[src/rtl/hf_compression.sv]
// Huffman encoder: 4-bit symbols looked up in a 16-entry programmable code table, codeword serialised MSB-first.
// Optional HF_PREFETCH_EN: accept the next symbol during the last-bit cycle for gapless back-to-back codewords.
module hf_compression (
    input  logic        CLK,
    input  logic        Reset,
    input  logic [3:0]  sym_in,
    input  logic        sym_in_valid,
    output logic        sym_in_ready,
    input  logic        tbl_wr_en,
    input  logic [3:0]  tbl_wr_sym,
    input  logic [15:0] tbl_wr_code,
    input  logic [4:0]  tbl_wr_len,
    output logic        hf_out,
    output logic        hf_out_valid,
    output logic        hf_out_last,
    output logic        hf_err
);

    localparam int unsigned MAX_LEN = 16;
    localparam int unsigned LEN_W   = 5;
    localparam int unsigned NUM_SYM = 16;

    localparam logic [0:0] S_IDLE  = 1'b0;
    localparam logic [0:0] S_SHIFT = 1'b1;

    logic [MAX_LEN-1:0] tbl_code [NUM_SYM];
    logic [LEN_W-1:0]   tbl_len  [NUM_SYM];

    logic [0:0]         state, state_n;
    logic [MAX_LEN-1:0] sh_code, sh_code_n;
    logic [LEN_W-1:0]   cnt, cnt_n;
    logic               out_n, valid_n, last_n, err_n;
    logic [MAX_LEN-1:0] rd_code;
    logic [LEN_W-1:0]   rd_len;
    logic               accept;

`ifdef HF_PREFETCH_EN
    // The last-bit cycle of a codeword doubles as an accept slot.
    assign sym_in_ready = ~Reset & ((state == S_IDLE) | ((state == S_SHIFT) & (cnt == LEN_W'(1))));
`else
    assign sym_in_ready = ~Reset & (state == S_IDLE);
`endif

    assign accept  = sym_in_valid & sym_in_ready;
    assign rd_code = tbl_code[sym_in];
    assign rd_len  = tbl_len[sym_in];

    // Next-state and next-output decode; an accept overrides the shift path.
    always_comb begin
        state_n   = state;
        sh_code_n = sh_code;
        cnt_n     = cnt;
        out_n     = 1'b0;
        valid_n   = 1'b0;
        last_n    = 1'b0;
        err_n     = 1'b0;

        case (state)
            S_IDLE: begin
                state_n = S_IDLE;
            end
            S_SHIFT: begin
                if (cnt > LEN_W'(1)) begin
                    cnt_n   = cnt - LEN_W'(1);
                    out_n   = sh_code[4'(cnt - LEN_W'(2))];
                    valid_n = 1'b1;
                    last_n  = (cnt == LEN_W'(2));
                end else begin
                    state_n = S_IDLE;
                end
            end
            default: state_n = S_IDLE;
        endcase

        if (accept) begin
            if (rd_len != LEN_W'(0)) begin
                state_n   = S_SHIFT;
                sh_code_n = rd_code;
                cnt_n     = rd_len;
                out_n     = rd_code[4'(rd_len - LEN_W'(1))];
                valid_n   = 1'b1;
                last_n    = (rd_len == LEN_W'(1));
            end else begin
                err_n   = 1'b1;
                state_n = S_IDLE;
            end
        end
    end

    always_ff @(posedge CLK) begin
        if (Reset) begin
            state        <= S_IDLE;
            sh_code      <= '0;
            cnt          <= '0;
            hf_out       <= 1'b0;
            hf_out_valid <= 1'b0;
            hf_out_last  <= 1'b0;
            hf_err       <= 1'b0;
        end else begin
            state        <= state_n;
            sh_code      <= sh_code_n;
            cnt          <= cnt_n;
            hf_out       <= out_n;
            hf_out_valid <= valid_n;
            hf_out_last  <= last_n;
            hf_err       <= err_n;
        end
    end

    // Code table; a same-cycle lookup sees the pre-write entry.
    always_ff @(posedge CLK) begin
        if (Reset) begin
            for (int i = 0; i < NUM_SYM; i++) begin
                tbl_code[i] <= '0;
                tbl_len[i]  <= '0;
            end
        end else if (tbl_wr_en) begin
            tbl_code[tbl_wr_sym] <= tbl_wr_code;
            tbl_len[tbl_wr_sym]  <= (tbl_wr_len > LEN_W'(MAX_LEN)) ? LEN_W'(MAX_LEN) : tbl_wr_len;
        end
    end

endmodule

[config.mk]
export PLATFORM = sky130hd
export DESIGN_NAME = hf_compression
export DESIGN_NICKNAME = d
export VERILOG_FILES = /design/src/rtl/hf_compression.sv
export SDC_FILE = /design/constraint.sdc
export NUM_CORES = 1
export LEC_CHECK = 0
export CORE_MARGIN = 2
export CORE_UTILIZATION = 63
export DETAILED_ROUTE_END_ITERATION = 7
export GPL_ROUTABILITY_DRIVEN = 0
export PLACE_DENSITY = 0.8
export SLEW_MARGIN = 20
export SYNTH_ARGS = -nofsm -noshare
export SYNTH_HDL_FRONTEND = slang
export SYNTH_SLANG_ARGS = --single-unit
[constraint.sdc]
create_clock -name CLK -period 8.4 [get_ports CLK]
set_input_delay 2.1 -clock CLK [delete_from_list [all_inputs] [get_ports CLK]]
set_output_delay 2.1 -clock CLK [all_outputs]
set_load 0.05 [all_outputs]
* After elaboration in Yosys (flattened, before gate mapping)
Memory sizes are Yosys's and may differ from the RTL's.
Cells that the tools add are included.
** Word-level totals
- Flip-flop bits (word level) :: 26
- Bits in latches :: 0
- Memory bits (writable) :: 336
- Bits in read-only memories :: 0
- Input bits :: 33
- Output and inout port bits :: 5
- Word-level logic and storage cells :: 64
- Memories kept :: 2
** Operators by class
- Add/subtract/negate cells :: 3
- Multiply operators :: 0
- Div/mod/pow operators :: 0
- Magnitude comparators :: 4
- Eq/ne operators :: 2
- Shift operators :: 0
- Mux-type cells :: 36
- Bitwise operators :: 5
- Reductions and logical operators :: 5
** Memory list
- tbl_code :: depth 16, width 16, rd ports 1, clocked after memory_dff 0, wr ports 16, line 26 : logic [MAX_LEN-1:0] tbl_code [NUM_SYM];
- tbl_len :: depth 16, width 5, rd ports 1, clocked after memory_dff 0, wr ports 16, line 27 : logic [LEN_W-1:0] tbl_len [NUM_SYM];
** Operators with widths (number)
- $mux W5 :: 6
- $mux W1 :: 24
- $mux W16 :: 1
- $reduce_or A16 Y1 :: 1
- $lt A4 B5 Y1 const B :: 2
- $bmux W1 S4 :: 2
- $mux W4 :: 2
- $eq A5 B1 Y1 const B :: 1
- $eq A5 B2 Y1 const B :: 1
- $gt A5 B1 Y1 const B :: 1
- $gt A5 B5 Y1 const B :: 1
- $reduce_bool A5 Y1 :: 1
- $reduce_or A5 Y1 :: 1
- $sub A5 B1 Y5 const B :: 1
- $sub A4 B1 Y4 const B :: 1
- $sub A4 B2 Y4 const B :: 1
- $not A1 Y1 :: 3
- $and A1 B1 Y1 :: 2
- $pmux W1 S2 :: 1
- $reduce_and A2 Y1 :: 1
- $reduce_or A2 Y1 :: 1

* Longest topological paths before layout
- Depth after elaboration :: 7
- Mapped depth :: 13
- Gate-level depth less buffers :: 10

* Worst setup path before layout
No wires, ideal clock.
- Path type :: input -> output
- Start point :: in Reset
- End point :: out sym_in_ready
- Data arrival time :: 3.130 ns
- Required time :: 6.300 ns
- Slack :: 3.170 ns
- Stages :: 3
- Buffers on the path :: 2
- Path through :: clkbuf_1 > clkbuf_1 > nor2_1
** Between the ends
- Longest elaborated chain between the ends :: 2
** RTL lines
- from (decl) :: line 5 : input logic Reset,
- $not A1 Y1 :: line 41 : assign sym_in_ready = ~Reset & (state == S_IDLE);
- $and A1 B1 Y1 :: line 41
- to (decl) :: line 8 : output logic sym_in_ready,
Every way passes these cells.

* Worst setup path in the final report
Same ends and word-level chain as after synthesis.

==> impl_metrics.ini <==
[timing]
slew-limit-headroom_pct = 34.1
worstMarginPinSlew_ns = 0.989
finalSetupViolCount = 0
period_share_pct = 69.6
fin_setup_tns_ns = 0
min_period_ns = 5.85
skew_ns = 0.0224
rsz0062_at_grt = no
timing.fmax_mhz = 171
slew_violations = 0
hold_violations = 0
worst_slack_ns = 2.55

[final_layout]
drive_gt1_share_pct = 16.7
area_growth_pct = 10.1
multiInputGateArea_um2 = 5470
n_antenna_cell = 0
nFillCells = 1656
fin_nets = 1149
final_util_pct = 70.2
ff_latch_area_um2 = 10600

[worst_setup_path]
cpPeakStageDelay_ns = 0.71
worstPathRequired_ns = 6.30
worstSetupStartpointType = primary input
crit_path_end_kind = output port
crit_path_frequent_cell = clkdlybuf4s50_1
arrival_ns = 3.75
cpMaxStageDelayCell = clkdlybuf4s50_1
worstPathCellList = clkdlybuf4s50_1 -> buf_4 -> nor2_1 -> clkdlybuf4s50_1
crit_type = in -> out
cp_max_fo = 46

[clock_network]
cts_max_level = 2
cts_hold_buf = 0
cts_made_buffers = 37
cts_tree = done
ctsRootBufferMaster = clkbuf_16
post_cts_buffers = 0
cts.reportedPaths.clkPinSlew_ns = 0.06
clock-sinks = 362
post_cts_resized = 0
clockBufferDepth = 3
clk_latency_ns = 0.53

[routing]
viasPerCell = 6.67
vias = 9765
firstDrtPassIters = 7
antenna_left = 0
wire_per_inst_um = 26.2
remaining_drc_errors = 0
drtIter0Drc = 1300
wl_mm = 38.4

[global_route]
grt_pass1_wl_mm = 59.1
grt_start_max_net_pins = 57
grt_overflow = 0
grt_util_all_layers_pct = 28.3
grt_pass1_vias = 10000
antenna_found_initial = 2

[power_and_ir_drop]
p_leak_nw = 6.98
power.density_nw_per_um2 = 221
ir_drop_uv = 224
total_power_mw = 4.01

[logic_synthesis]
synth-edff-count = 336
yosysWarnings = 0
synth_cell_types = 44
syn-cell-area_um2 = 16500
avgSynthCellArea_um2 = 14.8
synth_nets = 1156
async_flop_share_pct = 0
ys.flop_type = edfxtp_1
postSynthCellCount = 1115
yosysSeqAreaShare_pct = 64.2
ys_ff_latch = 362

[floorplanning]
ios = 38
die_x_um = 166
die_h_um = 166
row_count = 59
start_util_pct = 63.8
die-area_um2 = 27500
core_area_um2 = 25900

[job]
drv_cap = 0

[placement]
numPortBuffers = 37
post-place-ws_ns = 2.43
place_hpwl_mm = 22.3

[status]
status = completed

[min_path]
hp-class = reg -> reg
-- state kept, by name, summed over array words and instances (netlist names) --
name          cells
sh_code          16
hf_err            1
tbl_len          80
hf_out_last       1
hf_out            1
hf_out_valid      1
state             1
tbl_code        256
cnt               5
-- final timing paths --
| path | depth (start not counted) | endpoint | slack, ns | startpoint |
|---|---|---|---|---|
| hold reg to reg | 2 | sh_code[4] | 0.50 | sh_code[4] |
| hold / removal | 2 | sh_code[4] | 0.50 | sh_code[4] |
| setup reg to reg | 10 | hf_out | 5.11 | tbl_len[8][0] |
| setup / recovery | 4 | sym_in_ready | 2.55 | Reset |
-- worst max-delay path, delay by kind of cell --
kind	cells	cell delay (ns)
buf+inv	3	1.56
simple gates	1	0.08
-- Yosys cell counts, drive strengths merged (2+ instances only) --
| cell type | n | area share, % |
|---|---|---|
| nor3b | 2 | 0.091 |
| a2bb2oi | 2 | 0.11 |
| a21oi | 5 | 0.15 |
| clkbuf | 95 | 2.2 |
| nand3 | 4 | 0.12 |
| nor2 | 90 | 2.0 |
| dfxtp | 26 | 3.2 |
| a22oi | 34 | 1.5 |
| nor2b | 8 | 0.30 |
| mux2 | 4 | 0.27 |
| nand2 | 36 | 0.82 |
| o21ai | 3 | 0.11 |
| mux2i | 25 | 1.5 |
| inv | 4 | 0.091 |
| nor3 | 3 | 0.091 |
| edfxtp | 336 | 61 |
| buf | 19 | 0.70 |
| xnor2 | 4 | 0.33 |
| mux4 | 93 | 13 |
| or2 | 3 | 0.11 |
| nand2b | 20 | 0.76 |
| and3 | 206 | 7.8 |
| and2 | 70 | 2.7 |
| ha | 8 | 0.61 |
| xor2 | 2 | 0.11 |
| a22o | 2 | 0.11 |
-- power by group --
group / internal (mW) / switching, mW
combinational: 0.164 / 0.236
sequential: 2.07 / 0.0359
clock: 0.843 / 0.658
total: 3.08 / 0.930
-- per-stage QoR --
| stage | instances | hold slack (ns) | instance area (µm²) |
|---|---|---|---|
| 2_1_floorplan | 1115 | 0.458 | 16500 |
| 5_1_grt | 1465 | 0.530 | 18200 |
| 3_5_place_dp | 1404 | 0.487 | 17100 |
| 4_1_cts | 1465 | 0.501 | 18200 |
| 3_3_place_gp | 1404 | 0.475 | 17100 |
| 6_report | 1465 | 0.500 | 18200 |
-- cells in the final DEF, fill, tap and decap left out, types with 3 or more instances in the layout --
cell and instances:
a21oi_1 5, a22oi_1 34, and2_1 69, and3_1 206, buf_4 33, clkbuf_1 6
clkbuf_16 37, clkdlybuf4s50_1 35, clkinv_1 10, clkinv_2 3, dfxtp_1 26, edfxtp_1 336
ha_1 8, inv_1 4, mux2_2 4, mux2i_1 25, mux4_2 93, nand2_1 36
nand2b_1 20, nand3_1 4, nor2_1 88, nor2b_1 6, or2_2 3, xnor2_1 3
-- cells by family (layout without fill, tap and decap cells) --
family          Yosys count  after routing  synth area share [%]
buf+inv                 118            133                  2.95
mux                     122            122                  14.5
compound gates           52             52                  2.30
flops                   362            362                  64.2
simple gates            447            447                  15.0
fa+ha+maj                 8              8                 0.606
xor+xnor                  6              6                 0.432
-- cell type report --
cell class                      count  share of cell area, %
Sequential cell                   362                   58.4
Timing Repair Buffer               68                   3.29
Clock inverter                     17                  0.592
Inverter                            4                 0.0826
Tap cell                          335                   2.31
Multi-Input combinational cell    635                   30.1
Clock buffer                       44                   5.29
-- per-layer routing --
layer  wire, µm  GRT usage (%)  vias to the layer above
met1      14600           38.6                     4922
met3       3830           6.72                       90
met2      18900           45.8                      516
met5          0              0                        -
met4       1130           9.57                        0
li1           -              -                     4237
(Power assumes the default switching activity.)
